$ cat config.mk
export PLATFORM = sky130hd
export DESIGN_NAME = simmem_delay_calc
export DESIGN_NICKNAME = d
export VERILOG_FILES = /design/src/rtl/simmem_pkg.sv /design/src/rtl/simmem_bank_state.sv /design/src/rtl/simmem_delay_calc.sv
export SDC_FILE = /design/constraint.sdc
export NUM_CORES = 1
export LEC_CHECK = 0
export ABC_AREA = 1
export CELL_PAD_IN_SITES_DETAIL_PLACEMENT = 2
export CELL_PAD_IN_SITES_GLOBAL_PLACEMENT = 2
export CORE_MARGIN = 4
export CORE_UTILIZATION = 39
export DETAILED_ROUTE_END_ITERATION = 6
export DONT_BUFFER_PORTS = 1
export PLACE_DENSITY = 0.94
export SLEW_MARGIN = 20
export SYNTH_ARGS = -nofsm -noshare
export SYNTH_HDL_FRONTEND = slang
export SYNTH_SLANG_ARGS = --single-unit
$ cat constraint.sdc
create_clock -name clk_i -period 4.15 [get_ports clk_i]
set_clock_uncertainty 0.15 [all_clocks]
set_input_delay 0.415 -clock clk_i [delete_from_list [all_inputs] [get_ports clk_i]]
set_output_delay 0.415 -clock clk_i [all_outputs]
set_load 0.02 [all_outputs]
$ cat src/rtl/simmem_pkg.sv
// Shared types and default timing for the simmem delay calculator.
// Bank state fields are sized by the package default row and counter widths.
package simmem_pkg;

  localparam int unsigned TCl             = 4;
  localparam int unsigned TRcd            = 5;
  localparam int unsigned TRp             = 5;
  localparam int unsigned DefRowWidth     = 8;
  localparam int unsigned DefCounterWidth = 8;

  typedef enum logic [1:0] {
    RowHit,
    RowClosed,
    RowConflict
  } row_state_e;

  typedef struct packed {
    logic                       open_valid;
    logic [DefRowWidth-1:0]     open_row;
    logic [DefCounterWidth-1:0] busy;
  } bank_state_t;

endpackage

$ cat src/rtl/simmem_bank_state.sv
// One DRAM bank: open-row tracking plus a busy countdown.
// A load always wins over the decrement in the same cycle.
module simmem_bank_state
  import simmem_pkg::*;
(
  input  logic                       clk_i,
  input  logic                       rst_ni,
  input  logic                       load_en,
  input  logic [DefRowWidth-1:0]     load_row,
  input  logic [DefCounterWidth-1:0] load_busy,
  output bank_state_t                state
);

  always_ff @(posedge clk_i or negedge rst_ni) begin
    if (!rst_ni) begin
      state <= '0;
    end else if (load_en) begin
      state.open_valid <= 1'b1;
      state.open_row   <= load_row;
      state.busy       <= load_busy;
    end else if (state.busy != '0) begin
      state.busy <= state.busy - 1'b1;
    end
  end

endmodule

$ cat src/rtl/simmem_delay_calc.sv
// Computes each request's release delay from a per-bank open-row/busy model.
// Result is issued as {id, delay} on a registered valid/ready output.
module simmem_delay_calc #(
  parameter int unsigned IDWidth      = 8,
  parameter int unsigned AddrWidth    = 32,
  parameter int unsigned CounterWidth = simmem_pkg::DefCounterWidth,
  parameter int unsigned NumBanks     = 4,
  parameter int unsigned BankLsb      = 10,
  parameter int unsigned RowLsb       = 12,
  parameter int unsigned RowWidth     = simmem_pkg::DefRowWidth,
  parameter int unsigned TCl          = simmem_pkg::TCl,
  parameter int unsigned TRcd         = simmem_pkg::TRcd,
  parameter int unsigned TRp          = simmem_pkg::TRp
) (
  input  logic                    clk_i,
  input  logic                    rst_ni,
  input  logic                    req_valid_i,
  output logic                    req_ready_o,
  input  logic [IDWidth-1:0]      req_id_i,
  input  logic [AddrWidth-1:0]    req_addr_i,
  output logic                    delay_valid_o,
  input  logic                    delay_ready_i,
  output logic [IDWidth-1:0]      delay_id_o,
  output logic [CounterWidth-1:0] delay_o
);
  import simmem_pkg::*;

  localparam int unsigned BankWidth = (NumBanks > 1) ? $clog2(NumBanks) : 1;
  localparam int unsigned RawWidth  = CounterWidth + 2;
  localparam logic [RawWidth-1:0] DelayMax = RawWidth'((2 ** CounterWidth) - 1);

  logic                    acc;
  logic [BankWidth-1:0]    bank;
  logic [RowWidth-1:0]     row;
  logic [NumBanks-1:0]     bank_sel;
  bank_state_t             bank_q [NumBanks];
  bank_state_t             sel_state;
  row_state_e              row_state;
  logic [RawWidth-1:0]     raw;
  logic [CounterWidth-1:0] delay;
  logic                    unused_addr;

  // Valid/ready: a transfer happens on each edge where valid & ready are both high;
  // ready never depends on valid, and the output holds while valid & ~ready.
  assign req_ready_o = ~delay_valid_o | delay_ready_i;
  assign acc         = req_valid_i & req_ready_o;

  assign bank        = req_addr_i[BankLsb +: BankWidth];
  assign row         = req_addr_i[RowLsb +: RowWidth];
  assign unused_addr = ^req_addr_i;

  always_comb begin
    bank_sel  = '0;
    sel_state = '0;
    for (int i = 0; i < NumBanks; i++) begin
      bank_sel[i] = (bank == BankWidth'(i));
      sel_state   = bank_state_t'(sel_state | (bank_q[i] & {$bits(bank_state_t){bank_sel[i]}}));
    end
  end

  always_comb begin
    if (!sel_state.open_valid) begin
      row_state = RowClosed;
    end else if (sel_state.open_row == DefRowWidth'(row)) begin
      row_state = RowHit;
    end else begin
      row_state = RowConflict;
    end

    raw = RawWidth'(sel_state.busy);
    case (row_state)
      RowHit:    raw = raw + RawWidth'(TCl);
      RowClosed: raw = raw + RawWidth'(TRcd + TCl);
      default:   raw = raw + RawWidth'(TRp + TRcd + TCl);
    endcase

    delay = (raw > DelayMax) ? DelayMax[CounterWidth-1:0] : raw[CounterWidth-1:0];
  end

  for (genvar b = 0; b < NumBanks; b++) begin : g_bank
    simmem_bank_state u_bank (
      .clk_i     (clk_i),
      .rst_ni    (rst_ni),
      .load_en   (acc & bank_sel[b]),
      .load_row  (DefRowWidth'(row)),
      .load_busy (DefCounterWidth'(delay)),
      .state     (bank_q[b])
    );
  end

  always_ff @(posedge clk_i or negedge rst_ni) begin
    if (!rst_ni) begin
      delay_valid_o <= 1'b0;
      delay_id_o    <= '0;
      delay_o       <= '0;
    end else if (acc) begin
      delay_valid_o <= 1'b1;
      delay_id_o    <= req_id_i;
      delay_o       <= delay;
    end else if (delay_ready_i) begin
      delay_valid_o <= 1'b0;
    end
  end

endmodule
==> out/metrics.csv <==
metric,value,unit
yosys.area.top_type,sky130_fd_sc_hd__dfrtp_1,
setup_tns,0,ns
first_iter_violations,314,
floorplan_die_width,123,microns
cts_max_path_buffers,2,
max_freq,286,MHz
yosys.area_share.simple,33.6,%
preCtsSetupSlack,0.866,ns
synth.yosys.warnings,0,
rsz0062_at_grt,no,
seq_cell_area,2130,sq um
vdd_ir_drop_max,531,uV
drt_wl_total,22400,microns
ys_types,36,
n_antenna_cell,0,
finalHoldViolations,0,
ioPinCount,62,
timing.critical_path.to_type,register,
clkTransAtPathRegs,0.07,ns
grt_usage,31.5,%
die_y,123,microns
totalPowerFinal,0.00388,W
crit_required,4.19,ns
crit_type,reg2reg,
cellPowerDensity,691,nW/um^2
cp_data_arrival_time,3.53,ns
synth_cells,729,
clock_insertion_delay_worst_skew,0.36,ns
postLayoutSetupSlackWorst,0.658,ns
routed_via_density,5.90,
hold_class,in2reg,
ys_top_cells_by_area,"sky130_fd_sc_hd__dfrtp_1 (41%), sky130_fd_sc_hd__nand2_1 (16%), sky130_fd_sc_hd__nand3_1 (6.8%), sky130_fd_sc_hd__inv_1 (6.3%), sky130_fd_sc_hd__o21ai_0 (5.1%)",
clock_sinks,85,
run_status,completed,
setup_violations,0,
tritoncts.num_buffers,9,
sw_ratio,47.2,%
wl_met2,11500,microns
worst_margin_pin_slew,0.956,ns
routed-via-count,5300,
htree_num_levels,3,
synth.top_cell.area_share,41.2,%
clockRootBuffer,sky130_fd_sc_hd__clkbuf_16,
dr.pass1.iters,5,
share_comb_of_total_power,40.5,%
min_period,3.49,ns
post-route-period-util,84.1,%
antenna_found_initial,1,
syn-mean-instance-area,7.08,sq um
routed.top_layer,met5,
synth_compound_area_share,11.7,%
ant_nets,0,
cts-resized-gates,0,
core_box_area,12800,sq um
largest_net_degree_at_the_start_of_global_routing,86,
synth-seq-area-share,41.2,%
post_synth_instance_area,5160,sq um
final.fill_count,1498,
initial_core_util,40.4,%
nets_finish,775,
maxSlewViolCount,0,
multi_input_comb_area,2550,sq um
global_route.overflow_total,0,
max_cap_viol_count,0,
cellLeakagePower,2.80,nW
synth_xor_xnor_area_share,1.70,%
grt_first_pass_wirelength,35600,microns
detailed_place_hpwl,14200,microns
yosys_register_bits,85,
clockPowerShare,22.6,%
drt-wirelength-per-cell,24.9,microns
pwr-share-seq,36.9,%
final_layout_size_suffix_gt1_share,7.44,%
synth-adder-area-share,2.42,%
setup.worst_path.start_class,register,
gp_congestion,0.870,
routed-wl-met3,1000,microns
syn_nets,783,
critPathMaxFanout,23,
drt-met1-wl,8690,microns
die-area,15100,sq um
post_synth_mux_area_share,0,%
largest_family_of_logic_cells_by_synthesized_area,simple AND/OR/NAND/NOR gates,
drc_errors,0,
area_delta_synth_final,8.70,%
vias_in_the_first_global_route,6260,
place.port_buffers,0,
p_int,0.00205,W
netSwitchingPower,0.00183,W
fp-row-count,41,
tritoncts,built,
slew_headroom,35.8,%
==> cells in the final DEF (no fill, tap or decap), drive strengths merged <==
cell	synthesis	final
ha	10	10
dlygate4sd3	0	1
clkbuf	14	11
clkinv	1	2
inv	93	95
xor2	7	7
or2	5	5
nand4	6	6
o2111ai	1	1
nor2	72	72
o211ai	1	1
o21ai	59	59
nand3	72	72
a21oi	27	27
nor3	6	6
o31ai	5	5
nand2	232	232
dfrtp	85	85
buf	9	3
o22ai	5	5
clkinvlp	0	1
bufinv	0	1
a31oi	13	13
xnor2	3	3
nor4	3	3
==> cell type report <==
| class | instances | share of cell area, % |
|---|---|---|
| multi-input cells | 527 | 45.5 |
| well taps | 172 | 3.83 |
| clock buffers | 11 | 4.32 |
| inverters | 94 | 6.33 |
| clock inverters | 5 | 1.18 |
| repair buffers | 4 | 0.936 |
| flip-flops and latches | 85 | 37.9 |
==> synth_stat cells, drive strengths merged <==
library cell / count
nand2: 232
o22ai: 5
o21ai: 59
nor3: 6
inv: 93
xor2: 7
clkinv: 1
nor2: 72
clkbuf: 14
nand3: 72
o211ai: 1
a21oi: 27
o31ai: 5
ha: 10
or2: 5
nand4: 6
buf: 9
xnor2: 3
o2111ai: 1
a31oi: 13
dfrtp: 85
nor4: 3
==> worst max-delay path, cell delays in order (launching register included) <==
cell and delay, ns:
sky130_fd_sc_hd__dfrtp_1 0.47, sky130_fd_sc_hd__nand2_1 0.26, sky130_fd_sc_hd__nand2_1 0.41, sky130_fd_sc_hd__nor2_1 0.84, sky130_fd_sc_hd__inv_1 0.68, sky130_fd_sc_hd__o21ai_0 0.33, sky130_fd_sc_hd__a21oi_1 0.15
==> per-layer routing <==
metal,vias to the layer above,global-route usage [%]
li1,2322,-
met1,2722,34.9
met5,-,0
met2,162,55.8
met4,2,17.0
met3,92,7.55
==> kinds of logic (layout without fill, tap and decap cells) <==
group	count (synthesis)	in the layout
flops	85	85
buf+inv	117	114
compound gates	111	111
simple gates	396	396
fa+ha+maj	10	10
xor+xnor	10	10
==> path summary, 6_finish.rpt <==
path	cells after the start	end	startpoint	slack (ns)
worst max-delay path	6	g_bank[2].u_bank.state[2]	delay_valid_o	0.66
worst min-delay path	2	delay_id_o[4]	req_id_i[4]	0.02
worst max register to register	6	g_bank[2].u_bank.state[2]	delay_valid_o	0.66
worst min register to register	2	g_bank[0].u_bank.state[10]	g_bank[0].u_bank.state[10]	0.34
max in group asynchronous	2	g_bank[3].u_bank.state[6]	rst_ni	2.99
min in group asynchronous	2	g_bank[1].u_bank.state[1]	rst_ni	0.49
==> power groups by stage <==
stage          sequential (W)  combinational (W)  clock, W
3_5_place_dp          0.00142            0.00142         0
2_1_floorplan         0.00131           0.000995         0
4_1_cts               0.00142            0.00154  0.000888
3_3_place_gp          0.00137            0.00124         0
5_1_grt               0.00146            0.00172  0.000923
6_report              0.00143            0.00157  0.000877
==> per-stage QoR <==
step | instances | hold WS, ns | util (%) | instance area, sq um
floorplan | 729 | -0.0306 | - | 5160
global placement | 880 | -0.0276 | 41.2 | 5270
detailed placement | 880 | -0.0285 | 41.2 | 5270
CTS | 898 | 0.0200 | 44.0 | 5610
global route | 898 | 0.0284 | 44.0 | 5610
finish | 898 | 0.0179 | 44.0 | 5610
==> timing repair <==
item | 4_1_cts | 5_1_grt
hold buffers | 2 | 0
buffers inserted | 0 | 0
hold endpoints to repair | 85 | 0
==> flip-flops by register name, summed over array words and instances (netlist names) <==
| name | cells |
|---|---|
| delay_id_o | 8 |
| g_bank.u_bank.state | 68 |
| delay_valid_o | 1 |
| delay_o | 8 |
Note: power is estimated with default switching activity, not from simulation.
